<file path="src/rtl/mem_arbiter_pkg.sv">
// Shared constants and owner encoding for the kanade32 I/D memory arbiter.
package mem_arbiter_pkg;

  localparam int DEF_ADDR_W = 30;
  localparam int DEF_DATA_W = 32;
  localparam int CNT_W      = 4;

  // Who the read data coming out of the RAM next cycle belongs to.
  typedef enum logic [1:0] {
    OWN_NONE = 2'd0,
    OWN_I    = 2'd1,
    OWN_D    = 2'd2
  } owner_e;

endpackage

</file>
<file path="src/rtl/mem_arb_prio.sv">
// Data-first grant logic with a saturating starvation counter that forces a
// fetch grant after STARVE_LIMIT consecutive denials.
module mem_arb_prio
  import mem_arbiter_pkg::*;
#(
  parameter int STARVE_LIMIT = 4
) (
  input  logic clk,
  input  logic rst_n,
  input  logic i_req,
  input  logic d_req,
  output logic i_gnt,
  output logic d_gnt
);

  localparam logic [CNT_W-1:0] LIMIT = CNT_W'(STARVE_LIMIT);

  logic [CNT_W-1:0] starve_cnt;
  logic             force_i;

  assign force_i = (starve_cnt == LIMIT);

  // Grants are held low during reset so nothing reaches the RAM.
  always_comb begin
    d_gnt = 1'b0;
    i_gnt = 1'b0;
    if (rst_n) begin
      d_gnt = d_req && !(i_req && force_i);
      i_gnt = i_req && !d_gnt;
    end
  end

  always_ff @(posedge clk or negedge rst_n) begin
    if (!rst_n) begin
      starve_cnt <= '0;
    end else if (!i_req || i_gnt) begin
      starve_cnt <= '0;
    end else if (starve_cnt != LIMIT) begin
      starve_cnt <= starve_cnt + 1'b1;
    end
  end

endmodule

</file>
<file path="src/rtl/mem_arbiter.sv">
// Shares one single-port RAM between fetch (I) and load/store (D) ports,
// routing the one-cycle-late read data back to the port that issued it.
//
// Handshake: a port drives req with addr/we/wdata and keeps them stable until
// it sees gnt high in the same cycle; the access happens on req && gnt. gnt is
// combinational from both reqs and the registered starve count, and a port may
// drop req without ever being granted. A granted read answers with a one-cycle
// rvalid pulse on the following cycle; stores produce no rvalid.
module mem_arbiter
  import mem_arbiter_pkg::*;
#(
  parameter int ADDR_W       = mem_arbiter_pkg::DEF_ADDR_W,
  parameter int DATA_W       = mem_arbiter_pkg::DEF_DATA_W,
  parameter int STARVE_LIMIT = 4
) (
  input  logic              clk,
  input  logic              rst_n,
  input  logic              i_req,
  input  logic [ADDR_W-1:0] i_addr,
  output logic              i_gnt,
  output logic [DATA_W-1:0] i_rdata,
  output logic              i_rvalid,
  input  logic              d_req,
  input  logic              d_we,
  input  logic [ADDR_W-1:0] d_addr,
  input  logic [DATA_W-1:0] d_wdata,
  output logic              d_gnt,
  output logic [DATA_W-1:0] d_rdata,
  output logic              d_rvalid,
  output logic              ram_wren,
  output logic [ADDR_W-1:0] ram_address,
  output logic [DATA_W-1:0] ram_data,
  input  logic [DATA_W-1:0] ram_q
);

  owner_e pend_q;
  owner_e pend_d;

  mem_arb_prio #(
    .STARVE_LIMIT (STARVE_LIMIT)
  ) u_prio (
    .clk   (clk),
    .rst_n (rst_n),
    .i_req (i_req),
    .d_req (d_req),
    .i_gnt (i_gnt),
    .d_gnt (d_gnt)
  );

  // With no winner the RAM sees a harmless read of the fetch address.
  assign ram_address = d_gnt ? d_addr : i_addr;
  assign ram_wren    = d_gnt && d_we;
  assign ram_data    = d_wdata;

  always_comb begin
    pend_d = OWN_NONE;
    if (i_gnt) begin
      pend_d = OWN_I;
    end else if (d_gnt && !d_we) begin
      pend_d = OWN_D;
    end
  end

  // Reset drops any in-flight read so no stale rvalid follows release.
  always_ff @(posedge clk or negedge rst_n) begin
    if (!rst_n) begin
      pend_q <= OWN_NONE;
    end else begin
      pend_q <= pend_d;
    end
  end

  assign i_rdata  = ram_q;
  assign d_rdata  = ram_q;
  assign i_rvalid = (pend_q == OWN_I);
  assign d_rvalid = (pend_q == OWN_D);

endmodule
</file>
<file path="config.mk">
export PLATFORM = sky130hd
export DESIGN_NAME = mem_arbiter
export DESIGN_NICKNAME = d
export VERILOG_FILES = /design/src/rtl/mem_arbiter_pkg.sv /design/src/rtl/mem_arb_prio.sv /design/src/rtl/mem_arbiter.sv
export SDC_FILE = /design/constraint.sdc
export NUM_CORES = 1
export LEC_CHECK = 0
export BUFFER_PORTS_ARGS = -buffer_cell sky130_fd_sc_hd__buf_2
export CAP_MARGIN = 20
export CORE_AREA = 8 8 94 96
export CTS_BUF_LIST = sky130_fd_sc_hd__clkbuf_4 sky130_fd_sc_hd__clkbuf_8 sky130_fd_sc_hd__clkbuf_16
export CTS_CLUSTER_DIAMETER = 150
export CTS_CLUSTER_SIZE = 14
export DETAILED_ROUTE_END_ITERATION = 8
export DIE_AREA = 0 0 102 104
export PLACE_DENSITY = 0.67
export SYNTH_ARGS = -nofsm -noshare
export SYNTH_HDL_FRONTEND = slang
export SYNTH_SLANG_ARGS = --single-unit
</file>
<file path="constraint.sdc">
create_clock -name clk -period 1.9 [get_ports clk]
set_input_delay 0.38 -clock clk [delete_from_list [all_inputs] [get_ports clk]]
set_output_delay 0.38 -clock clk [all_outputs]
set_load 0.03 [all_outputs]
</file>
# After elaboration in Yosys (flattened, before gate mapping)
# Index checks and enable logic that the tools add are counted.
[classes]
add_sub_neg = 1
eq_ne = 4
muxes = 7
n_reduce_logical = 11
[op_table]
columns = ["cell", "count"]
rows = [
  ["$mux W30", 1],
  ["$mux W4", 2],
  ["$logic_and A1 B1 Y1", 5],
  ["$add A4 B1 Y4 const B", 1],
  ["$eq A4 B3 Y1 const B", 1],
  ["$logic_not A1 Y1", 4],
  ["$mux W2", 2],
  ["$ne A4 B3 Y1 const B", 1],
  ["$eq A2 B1 Y1 const B", 1],
  ["$eq A2 B2 Y1 const B", 1],
  ["$mux W1", 2],
  ["$reduce_bool A2 Y1", 1],
  ["$logic_or A1 B1 Y1", 1],
]
[totals]
reg_bits = 6
out_inout_bits = 131
word_cells = 25

# Depth between registers and ports, before layout
# Gate-level depths: netlist (run 1).
[logic_depth]
word_depth = 9
depth_mapped = 7

# Cells and area by module
# From an unflattened synthesis (run 1), not the netlist that was laid out.
[unflattened]
cells_unflattened = 166
hier_area_um2 = 1577.8
[modules_own_cells]
columns = ["mod", "instances", "cells_each", "area_each_um2", "seq_area_each_um2"]
rows = [
  ["mem_arbiter", 1, 136, 1303.8, 50.0],
  ["mem_arb_prio", 1, 30, 274.0, 100.1],
]

# Worst setup path before layout (run 1)
# OpenSTA, ideal clock, no wires.
[synth_timing]
kind = "reg-to-output"
from = "reg u_prio.starve_cnt[0]"
to = "out ram_address[22]"
t_arrival_ps = 1624
required_ps = 1520
slack_ps = -104
stages_incl_launch_ff = 8
path_buffers = 2
cell_sequence = "dfrtp_1 > inv_1 > ha_1 > nand3b_4 > o211a_1 > buf_6 > buf_8 > mux2_4"
[synth_between]
elab_chain_cells = 6
[synth_rtl]
columns = ["item", "line_no", "source"]
rows = [
  ["from (decl)", "mem_arb_prio.sv:18", "logic [CNT_W-1:0] starve_cnt;"],
  ["from (signal assigned)", "mem_arb_prio.sv:39", "starve_cnt <= starve_cnt + 1'b1;"],
  ["$eq A4 B3 Y1", "mem_arb_prio.sv:21", "assign force_i = (starve_cnt == LIMIT);"],
  ["$logic_and A1 B1 Y1", "mem_arb_prio.sv:28", "d_gnt = d_req && !(i_req && force_i);"],
  ["$logic_not A1 Y1", "mem_arb_prio.sv:28", ""],
  ["$logic_and A1 B1 Y1", "mem_arb_prio.sv:28", ""],
  ["$mux W1", "mem_arb_prio.sv:27", "if (rst_n) begin"],
  ["via d_gnt", "mem_arbiter.sv:27", "output logic d_gnt,"],
  ["$mux W30", "mem_arbiter.sv:51", "assign ram_address = d_gnt ? d_addr : i_addr;"],
  ["to (decl)", "mem_arbiter.sv:31", "output logic [ADDR_W-1:0] ram_address,"],
]
# The timed path passes the listed nets, and every way through them passes these cells.

# Final worst setup path (run 1)
[layout_timing]
from = "reg u_prio.starve_cnt[1]"
to = "out ram_address[13]"
[layout_between]
elab_chain_cells = 6
[layout_rtl]
columns = ["item", "line_no"]
rows = [
  ["$eq A4 B3 Y1", "mem_arb_prio.sv:21"],
  ["$logic_and A1 B1 Y1", "mem_arb_prio.sv:28"],
  ["$logic_not A1 Y1", "mem_arb_prio.sv:28"],
  ["$logic_and A1 B1 Y1", "mem_arb_prio.sv:28"],
  ["$mux W1", "mem_arb_prio.sv:27"],
  ["$mux W30", "mem_arbiter.sv:51"],
]
# Every way passes these cells.

==> flow_summary.toml, run 1 <==
[synthesis]
seq_area_frac_synth = 0.0958
async_reset_ff_frac = 1.00
netlist_area_um2 = 1570
synthXorXnorAreaFrac = 0.00559
synth_top_flop_cell = "dfrtp_1"
synth_compound_gate_area_share = 0.0288
synth_simple_gate_area_frac = 0.0567
synthCells = 163
synth_cell_type_count = 23
synthMuxAreaShare = 0.288
syn_area_per_cell_um2 = 9.61
synth_fa_ha_area_frac = 0.0160
synthesis.nets = 294
synth.ff_latch_count = 6
yosys_warnings = 0
synth_edf_count = 0
synth_top_family_by_area = "buffers and inverters"

[timing]
setup_viol = 31
rsz0062_at_grt = "true"
max_freq_mhz = 456
finalMaxSlewViolations = 0
maxSlewHeadroom = 0.819
fin_ws_ns = -0.291
skew_ns = 0.00320
layout_min_cycle_time_ns = 2.19
worst_pin_slew_ns = 0.267
post-route-period-util = 1.15
hold_viol_final = 0

[status]
outcome = "complete, but fails checks"
violations = "setup timing"

[worst_hold_path]
hold_path_class = "primary input to asynchronous set/reset pin"

[clock_network]
postCtsSetupBuffers = 0
clockRootBuffer = "clkbuf_8"
cts_made_buffers = 3
cts_tree = "done"
clkSinkCount = 6
clk_pin_slew_ns = 0.04
clk_latency_ns = 0.22
max-clock-path-buffers = 2
h-tree-depth = 1
cts_hold_buf = 0

[pwr]
p_leak_nw = 0.927
cellPowerDensity_nw_per_um2 = 455
vdd_drop_max_v = 0.000180

[route]
routed_wl_um = 4400
vias_per_cell = 3.81
drt-initial-drc-count = 11
vias = 1052
drt_first_pass_iters = 2
wl_per_cell_um = 15.9
drc = 0
ant_nets = 0

[die]
ioPinCount = 260
coreArea_um2 = 7450
initial_core_util = 0.210
row_count = 32
die_h_um = 104
die_x_um = 102
die_area_um2 = 10600

[placement]
hpwl_um = 3800
gp_congestion = 0.668
placed_area_um2 = 1510
io_buffer_count = 99

[final_layout]
final_nets = 307
final_util = 0.239
n_antenna_cell = 0
postLayoutCellArea_um2 = 1780
area_delta_synth_final_pct = 13.4
drive_above_1_share = 0.856

[setup_path]
critPathSlowestCell = "dfrtp_1"
critical_path_class = "flop to output port"
critPathTopFamily = "buffers and inverters"
path_cells = "inv_2 -> ha_4 -> nand3b_4 -> o211a_4 -> buf_12 -> mux2_4 -> buf_6"
crit_path_start_kind = "flop"
cp_data_arrival_time_ns = 1.81
critPathCaptureType = "output port"
cp_max_fo = 15
required_ns = 1.52
path_buf_inv = 3
cp_slowest_stage_delay_ns = 0.38

[grt]
grt_pass1_wl_um = 6350
grt_antenna_before_repair = 0
grtUsageTotal = 0.0766
grt_pass1_vias = 1189
grt_max_degree = 19
grt_overflow = 0

[run]
max_cap_viol_count = 0
[metal layers]
layer	GRT usage	up-vias	wire length [um]
li1	-	459	-
met1	0.0611	454	1310
met2	0.128	100	2100
met3	0.0475	39	753
met4	0.0630	0	236
met5	0	-	0
[cell usage in the layout, fill, tap and decap left out, types with 2 or more instances in the layout]
cell type and instances:
nor2b_1 3, buf_4 7, nand2b_1 2, buf_12 2, buf_6 33, inv_2 2, mux2_2 4, clkbuf_8 3
nand2_1 4, buf_2 66, mux2_4 27, dfrtp_1 6
[Yosys cell counts, drive strengths merged, types with 2 or more instances]
cell    instances  area [um2]
ha              2        25.0
nor2b           3        18.8
a21oi           2        10.0
nand2           4        15.0
inv             3        11.3
mux2           31         450
buf           100         787
nand2b          2        12.5
dfrtp           6         150
[flip-flops by register name, summed over array words and instances, names as in the netlist]
name / flops
pend_q: 2
u_prio.starve_cnt: 4
[through the flow]
stage / TNS, ns / instances / hold slack (ns) / total power [mW] / worst slack (ns)
after floorplan: -0.604 / 163 / 0.0844 / 0.783 / -0.0298
after global placement: -2.23 / 273 / 0.319 / 0.539 / -0.102
after detailed placement: -3.16 / 273 / 0.311 / 0.545 / -0.125
after CTS: -8.61 / 276 / 0.0858 / 0.818 / -0.297
after global routing: -10.61 / 276 / 0.0952 / 0.854 / -0.360
final: -8.48 / 276 / 0.0930 / 0.808 / -0.291
[cells by family (layout without fill, tap and decap cells)]
kind of cell	after synthesis	count (layout)
simple gates	14	14
xor+xnor	1	1
fa+ha+maj	2	2
buf+inv	103	114
flops	6	6
compound gates	6	6
mux	31	31
[final cells by class]
cell class / count / area, um2
Tap cell: 102 / 128
Inverter: 3 / 11.3
Sequential cell: 6 / 150
Clock buffer: 3 / 41.3
Timing Repair Buffer: 108 / 795
Fill cell: 817 / 5670
Multi-Input combinational cell: 54 / 652
[where the power goes]
group / internal (mW) / switching (mW) / total, mW / leakage [nW]
clock network: 0.136 / 0.0532 / 0.189 / 0.0216
registers: 0.134 / 0.00399 / 0.138 / 0.0810
logic: 0.254 / 0.227 / 0.480 / 0.824
total: 0.524 / 0.284 / 0.808 / 0.927
[path summary, 6_finish.rpt]
path                                            from                    to  slack [ns]  depth (start not counted)
worst min-delay path                           rst_n  u_prio.starve_cnt[1]        0.09                          2
min in group clk                                d_we             pend_q[1]        0.35                          2
worst max-delay path            u_prio.starve_cnt[1]       ram_address[13]       -0.29                          7
worst min register to register  u_prio.starve_cnt[1]  u_prio.starve_cnt[1]        0.59                          2
max in group asynchronous                      rst_n             pend_q[0]        1.67                          2
worst max register to register  u_prio.starve_cnt[1]             pend_q[1]        0.51                          6
[worst reg2reg max path: cells and delay by family, from the launching register on]
kind,cells,cell delay [ns]
AO/OA/AOI/OAI,1,0.26
flip-flops,1,0.38
buffers and inverters,2,0.25
AND/OR/NAND/NOR,2,0.23
adder cells (fa/ha/maj),1,0.15
[repair_timing]
action,CTS,global route
hold endpoints to repair,0,0
setup endpoints to repair,33,33
resized for setup,68,2
pin swaps,0,0
Power figures use the tool's default switching activity.
==> run 2, diff against run 1 <==
Settings changed: SETUP_SLACK_MARGIN from default to 0.3.
==> flow_summary.toml, run 2 (same netlist as run 1, synthesis figures left out) <==
[status]
outcome = "complete, but fails checks"
violations = "setup timing"

[final_layout]
final_cell_mix = "66 x buf_2, 34 x buf_6, 27 x mux2_4, 9 x buf_4, 6 x dfrtp_1"
regMostFlops = "u_prio.starve_cnt"
final_common_cell = "buf_2"
n_antenna_cell = 0
drive_above_1_share = 0.859
final_util = 0.242
largestRegisters = "u_prio.starve_cnt x4, pend_q x2"
area_delta_synth_final_pct = 15.0
largest_reg_flops = 4
final_cells = 279
final_nets = 310

[timing]
post-route-period-util = 1.15
skew_ns = 0.000474
finalMaxSlewViolations = 0
fin_ws_ns = -0.279
rsz0062_at_grt = "true"
final.setup.tns_ns = -8.30
max_freq_mhz = 459
setup_viol = 31
maxSlewHeadroom = 0.823
layout_min_cycle_time_ns = 2.18
hold_viol_final = 0
worst_pin_slew_ns = 0.262

[grt]
grt_max_degree = 19
grt_pass1_wl_um = 6820
grtUsageTotal = 0.0813
grt_overflow = 0
grt_antenna_before_repair = 0
grt_pass1_vias = 1254

[clock_network]
clockRootBuffer = "clkbuf_8"
clk_latency_ns = 0.23
cts_hold_buf = 0
max-clock-path-buffers = 2
clk_pin_slew_ns = 0.04
cts_tree = "done"
clkSinkCount = 6
cts_made_buffers = 3
h-tree-depth = 1

[die]
die_area_um2 = 10600
ioPinCount = 260
die_h_um = 104
die_x_um = 102
coreArea_um2 = 7450
row_count = 32
initial_core_util = 0.210

[setup_path]
cp_slowest_stage_delay_ns = 0.38
cp_data_arrival_time_ns = 1.80
crit_path_start_kind = "flop"
cp_max_fo = 18
required_ns = 1.52
path_cells = "inv_2 -> ha_4 -> nand3b_4 -> o211a_4 -> buf_12 -> mux2_4 -> buf_6"
critPathTopFamily = "buffers and inverters"
critical_path_class = "flop to output port"
critPathSlowestCell = "dfrtp_1"
path_buf_inv = 3
critPathCaptureType = "output port"

[worst_hold_path]
hold_path_class = "primary input to asynchronous set/reset pin"

[route]
dr.max_layer_used = "met4"
drt-initial-drc-count = 24
vias = 1073
ant_nets = 0
vias_per_cell = 3.85
drt_first_pass_iters = 4
wl_met3_um = 840
wl_per_cell_um = 16.7
met1_length_um = 1360
routed_wl_um = 4650
dr_wl_met2_um = 2260
drc = 0

[placement]
io_buffer_count = 99
hpwl_um = 3960
placed_cells = 273
dp_worst_setup_slack_ns = -0.117
gp_congestion = 0.709

[pwr]
power_mw = 0.824
cellPowerDensity_nw_per_um2 = 457
p_leak_nw = 0.941
vdd_drop_max_v = 0.000129

[run]
max_cap_viol_count = 0
-- run 2: cell types whose count changed in the layout (fill, tap and decap cells not counted), sizes merged --
cell,previous run,this run
buf,108,111
-- run 2: routing by layer --
layer	vias up	track usage
met3	40	0.0522
met5	-	0
met4	0	0.0514
li1	465	-
met2	99	0.139
met1	469	0.0669
-- run 2: repair_timing --
item	CTS	global route
pin swaps	1	0
gates cloned	0	0
setup buffers	3	0
resized for setup	70	0
endpoints found under the setup margin	33	33
-- run 2: final timing paths --
kind,start,end,slack [ns],depth (start not counted)
min reg2reg,u_prio.starve_cnt[0],u_prio.starve_cnt[0],0.58,3
max reg2reg,u_prio.starve_cnt[1],u_prio.starve_cnt[0],0.46,7
min,rst_n,u_prio.starve_cnt[0],0.10,2
max in group asynchronous,rst_n,u_prio.starve_cnt[1],1.66,2
max,u_prio.starve_cnt[1],ram_address[12],-0.28,7
min in group clk,d_we,pend_q[1],0.34,2
-- run 2: area by class of cell --
cell class,instances,area (um2)
Fill cell,820,5650
Timing Repair Buffer,111,821
Multi-Input combinational cell,54,651
Sequential cell,6,150
Tap cell,102,128
Clock buffer,3,41.3
Inverter,3,11.3
-- run 2: worst reg2reg max path: stages (launching register included) --
cell	delay, ns
dfrtp_1	0.38
inv_2	0.09
ha_4	0.15
nand3b_4	0.08
buf_4	0.14
buf_6	0.11
buf_4	0.14
o32ai_1	0.25
-- run 2: metrics by stage --
step                hold slack [ns]  cell area, um2
floorplan                    0.0844            1590
global placement              0.332            1510
detailed placement            0.332            1510
CTS                           0.105            1800
global route                  0.122            1800
finish                        0.102            1800
-- run 2: power by group --
part	leakage [nW]	total, mW	switching [mW]	internal [mW]
clock network	0.0216	0.197	0.0605	0.137
registers	0.0810	0.138	0.00368	0.134
logic	0.838	0.489	0.231	0.258
